$ cat src/rtl/bp_be_late_wb_queue.sv
// bp_be_late_wb_queue: in-order buffer from late integer/float load returns to the regfile late write ports.
// Ports: clk_i/reset_i (sync, active-low); late_{i,f}wb_* accept one packet per cycle (valid/yumi);
// {i,f}rf_w_* drive the head to its register file (valid/ready); {i,f}pending_o per-register
// queued-write masks; empty_o/full_o/count_o occupancy.
module bp_be_late_wb_queue #(
    parameter int els_p            = 4,
    parameter int dpath_width_p    = 66,
    parameter int reg_addr_width_p = 5
) (
    input  logic                        clk_i,
    input  logic                        reset_i,
    input  logic                        late_iwb_v_i,
    input  logic [reg_addr_width_p-1:0] late_iwb_rd_addr_i,
    input  logic [dpath_width_p-1:0]    late_iwb_data_i,
    output logic                        late_iwb_yumi_o,
    input  logic                        late_fwb_v_i,
    input  logic [reg_addr_width_p-1:0] late_fwb_rd_addr_i,
    input  logic [dpath_width_p-1:0]    late_fwb_data_i,
    output logic                        late_fwb_yumi_o,
    output logic                        irf_w_v_o,
    output logic [reg_addr_width_p-1:0] irf_w_addr_o,
    output logic [dpath_width_p-1:0]    irf_w_data_o,
    input  logic                        irf_w_ready_i,
    output logic                        frf_w_v_o,
    output logic [reg_addr_width_p-1:0] frf_w_addr_o,
    output logic [dpath_width_p-1:0]    frf_w_data_o,
    input  logic                        frf_w_ready_i,
    output logic [31:0]                 ipending_o,
    output logic [31:0]                 fpending_o,
    output logic                        empty_o,
    output logic                        full_o,
    output logic [$clog2(els_p):0]      count_o
);
    localparam int ptr_w = $clog2(els_p);

    logic [els_p-1:0]            fl_r;
    logic [reg_addr_width_p-1:0] addr_r [els_p];
    logic [dpath_width_p-1:0]    data_r [els_p];
    logic [ptr_w-1:0]            wptr_r, rptr_r;
    logic [ptr_w:0]              count_r;
    logic                        enq, deq, head_f;

    assign count_o = count_r;
    assign empty_o = count_r == '0;
    assign full_o  = count_r == (ptr_w+1)'(els_p);

    // Acceptance looks only at registered occupancy; integer wins a (nominally illegal) tie.
    assign late_iwb_yumi_o = reset_i & ~full_o & late_iwb_v_i;
    assign late_fwb_yumi_o = reset_i & ~full_o & late_fwb_v_i & ~late_iwb_v_i;
    // x0 writes are swallowed: acknowledged but never stored.
    assign enq = late_fwb_yumi_o | (late_iwb_yumi_o & |late_iwb_rd_addr_i);

    assign head_f       = fl_r[rptr_r];
    assign irf_w_v_o    = ~empty_o & ~head_f;
    assign frf_w_v_o    = ~empty_o & head_f;
    assign irf_w_addr_o = addr_r[rptr_r];
    assign frf_w_addr_o = addr_r[rptr_r];
    assign irf_w_data_o = data_r[rptr_r];
    assign frf_w_data_o = data_r[rptr_r];
    assign deq = (irf_w_v_o & irf_w_ready_i) | (frf_w_v_o & frf_w_ready_i);

    always_comb begin
        ipending_o = '0;
        fpending_o = '0;
        for (int i = 0; i < els_p; i++) begin
            // Entry i is live when its distance from the head is below the occupancy.
            if ({1'b0, ptr_w'(i) - rptr_r} < count_r) begin
                ipending_o = ipending_o | (fl_r[i] ? 32'd0 : 32'd1 << addr_r[i]);
                fpending_o = fpending_o | (fl_r[i] ? 32'd1 << addr_r[i] : 32'd0);
            end
        end
    end

    always_ff @(posedge clk_i) begin
        if (!reset_i) begin
            wptr_r  <= '0;
            rptr_r  <= '0;
            count_r <= '0;
        end else begin
            wptr_r  <= wptr_r + ptr_w'(enq);
            rptr_r  <= rptr_r + ptr_w'(deq);
            count_r <= count_r + (ptr_w+1)'(enq) - (ptr_w+1)'(deq);
        end
    end

    always_ff @(posedge clk_i) begin
        if (enq) begin
            fl_r[wptr_r]   <= ~late_iwb_v_i;
            addr_r[wptr_r] <= late_iwb_v_i ? late_iwb_rd_addr_i : late_fwb_rd_addr_i;
            data_r[wptr_r] <= late_iwb_v_i ? late_iwb_data_i : late_fwb_data_i;
        end
    end
endmodule

$ cat config.mk
export PLATFORM = sky130hd
export DESIGN_NAME = bp_be_late_wb_queue
export DESIGN_NICKNAME = d
export VERILOG_FILES = /design/src/rtl/bp_be_late_wb_queue.sv
export SDC_FILE = /design/constraint.sdc
export NUM_CORES = 1
export LEC_CHECK = 0
export ABC_AREA = 1
export BUFFER_PORTS_ARGS = -buffer_cell sky130_fd_sc_hd__buf_2
export CAP_MARGIN = 20
export CORE_MARGIN = 1.5
export CORE_UTILIZATION = 36
export DETAILED_ROUTE_END_ITERATION = 8
export PLACE_DENSITY = 0.65
export SYNTH_ARGS = -nofsm -noshare
export SYNTH_HDL_FRONTEND = slang
export SYNTH_SLANG_ARGS = --single-unit
$ cat constraint.sdc
create_clock -name clk_i -period 14.6 [get_ports clk_i]
set_clock_uncertainty 0.1 [all_clocks]
set_input_delay 1.46 -clock clk_i [delete_from_list [all_inputs] [get_ports clk_i]]
set_output_delay 1.46 -clock clk_i [all_outputs]
set_load 0.1 [all_outputs]
==> impl_metrics.json <==
{
  "die_area_um2": 44500,
  "final_max_slew_viol_count": 0,
  "io_pins": 363,
  "rsz0062_at_grt": "no",
  "max_cap_violations": 0,
  "swShare": 0.587,
  "synth-edff-count": 288,
  "overflow": 0,
  "synth.area.top_cells": "edfxtp_1, nand3_1, nand2_1",
  "seq_area_um2": 8800,
  "synth_most_common_cell": "nand2_1",
  "synth_cell_types": 31,
  "avgSynthCellArea_um2": 9.22,
  "synth_area_um2": 15600,
  "initial_core_util": 0.363,
  "syn_to_final_growth_pct": 15.4,
  "syn_inst": 1689,
  "io_buffers": 362,
  "routedWlPerCell_um": 19.9,
  "cts_hold_buf": 0,
  "drt_iter0_markers": 1344,
  "worst_ir_drop_vdd_mv": 0.231,
  "ys_warn_count": 0,
  "critPathBufInv": 4,
  "numCtsBuffers": 29,
  "tns_ns": 0,
  "ant_nets": 0,
  "drive_gt1_frac": 0.232,
  "vias": 13400,
  "worstSetupStartpointType": "flip-flop",
  "p_clk_frac": 0.164,
  "ys_async_sr_fraction": 0,
  "row_count": 76,
  "p_comb_frac": 0.567,
  "p_int_w": 0.00165,
  "p_switching_w": 0.00234,
  "die_h_um": 211,
  "hold_ws_ns": 0.431,
  "rr_startpoint": "rptr_r[0]",
  "min_path_type": "reg2reg",
  "cts-resized-gates": 0,
  "clk_pin_slew_worst_paths_ns": 0.06,
  "hp-start": "wptr_r[1]",
  "timing.reg2reg.setup_slack_ns": 10.91,
  "grt_max_degree": 97,
  "wirelength_mm": 49.9,
  "crit_fanout": 73,
  "hold_viol": 0,
  "synth_common_cells": "nand2_1, nand3_1, edfxtp_1",
  "synth_fp_nets": 1846,
  "grt_pass1_wl_mm": 73.9,
  "r2r_end": "count_o[2]",
  "drtPass1Iterations": 5,
  "fillerInstances": 4225,
  "critical_path.max_stage_delay_ns": 0.98,
  "cp_data_required_time_ns": 13.04,
  "die_x_um": 211,
  "cts_setup_buffers": 0,
  "crit_type": "reg2out",
  "post-route-drc-count": 0,
  "whs_endpoint": "wptr_r[1]",
  "antenna_found_initial": 1,
  "clock_sinks": 295,
  "dp_hpwl_mm": 32.7,
  "powerDensity_nw_per_um2": 222,
  "crit_chain": "nand2_1 > nand2_1 > inv_1 > ha_1 > inv_1 > nor2_1 > nand2_2 > nand3_2 > inv_2 > nand2_1 > nand4_1 > buf_2",
  "cts_tree": "done",
  "routed_via_density": 5.34,
  "root_buffer": "clkbuf_16",
  "htree_levels": 1,
  "dp.cells": 2460,
  "period_share": 0.392,
  "ys_ff_latch": 295,
  "instances_no_fill": 2508,
  "core_area_um2": 42900,
  "worst_pin_slew_ns": 1.19,
  "critPathTopFamily": "simple AND/OR/NAND/NOR gates",
  "p_leak_nw": 7.35,
  "cp-end-kind": "output port",
  "maxSlewHeadroom": 0.205,
  "crit_top_cell": "nand2_1",
  "yosysTopAreaCellShare": 0.555,
  "arrival_ns": 4.16,
  "fmax_ghz": 0.175,
  "synth.largest_area_cell": "edfxtp_1",
  "slowest_stage": "dfxtp_4",
  "holdPathStages": 2,
  "synth_flop_cell": "edfxtp_1",
  "track_usage": 0.218,
  "cts_max_path_buffers": 3,
  "reg2regPathDepth": 12,
  "n_antenna_cell": 0,
  "synth_seq_area_share": 0.564,
  "first_global_vias": 12300,
  "setup_viol": 0,
  "fin_crit_ns": 5.72,
  "p_seq_frac": 0.269,
  "fin_nets": 2063,
  "multi_input_area_um2": 5410,
  "outcome": "complete, no violations",
  "gp_congestion": 0.999,
  "clk_latency_ns": 0.53
}
## worst max path at each step
stage | startpoint | to | depth (start not counted)
after detailed placement | rptr_r[0] | fpending_o[14] | 12
after floorplan | reset_i | addr_r[0][0] | 5
after CTS | rptr_r[0] | fpending_o[14] | 12
after global placement | rptr_r[0] | fpending_o[14] | 12
final | rptr_r[0] | fpending_o[14] | 12
after global routing | rptr_r[0] | fpending_o[29] | 12
## worst register-to-register path, delay by kind of cell, from the launching register on
family,cells,cell delay [ns]
and+or+nand+nor,4,0.72
buffers and inverters,3,0.76
AOI/OAI and AO/OA,2,0.20
DFF,1,0.98
adders and majority gates,3,0.88
## metrics by stage
stage / setup slack (ns) / utilization / power (W) / area (um2)
after floorplan: 7.50 / - / 0.00309 / 15600
after global placement: 9.45 / 0.400 / 0.00335 / 17100
after detailed placement: 9.48 / 0.400 / 0.00335 / 17100
after CTS: 8.90 / 0.419 / 0.00401 / 18000
after global routing: 8.61 / 0.419 / 0.00412 / 18000
final: 8.88 / 0.419 / 0.00399 / 18000
## power groups by stage
stage	sequential (W)	combinational, W	clock (W)
after floorplan	0.00107	0.00202	0
after global placement	0.00109	0.00226	0
after detailed placement	0.00109	0.00226	0
after CTS	0.00107	0.00227	0.000668
after global routing	0.00108	0.00234	0.000701
final	0.00107	0.00226	0.000655
## final cells by class
cell class | instances | area share
Tap cell | 585 | 0.0407
Timing Repair Buffer | 377 | 0.107
Clock inverter | 11 | 0.00348
Clock buffer | 37 | 0.0421
Inverter | 75 | 0.0160
Sequential cell | 295 | 0.490
Multi-Input combinational cell | 1128 | 0.301
## cell usage in the layout (no fill, tap or decap), drive strengths merged
master | Yosys | layout
fa | 1 | 1
a22oi | 71 | 71
edfxtp | 288 | 288
nand3b | 1 | 1
clkinv | 0 | 7
or2 | 2 | 2
o221ai | 5 | 5
nand4 | 66 | 66
clkbuf | 47 | 37
o21ai | 3 | 3
nor2 | 213 | 213
clkinvlp | 0 | 3
xor2 | 1 | 1
a21oi | 81 | 81
inv | 75 | 76
nor3 | 22 | 22
nand2 | 353 | 353
nand3 | 301 | 301
dfxtp | 7 | 7
ha | 8 | 8
buf | 144 | 377
## cell families after synthesis
logic type / after synthesis / synth area share
AO/OA/AOI/OAI: 160 / 0.0648
XOR/XNOR: 1 / 0.000563
adder cells (fa/ha/maj): 9 / 0.00771
buffers and inverters: 266 / 0.0907
flip-flops: 295 / 0.564
AND/OR/NAND/NOR: 958 / 0.272
## registers in the layout, summed over array words and instances (netlist names)
signal   cells
addr_r      20
count_o      3
data_r     264
fl_r         4
rptr_r       2
wptr_r       2
## routing by layer
layer | vias up | GRT usage | wire length [um]
met4 | 0 | 0.0576 | 1220
li1 | 6276 | - | -
met5 | - | 0 | 0
met1 | 6363 | 0.291 | 20600
met3 | 78 | 0.0349 | 4130
met2 | 666 | 0.367 | 24000
Power figures use the tool's default switching activity.
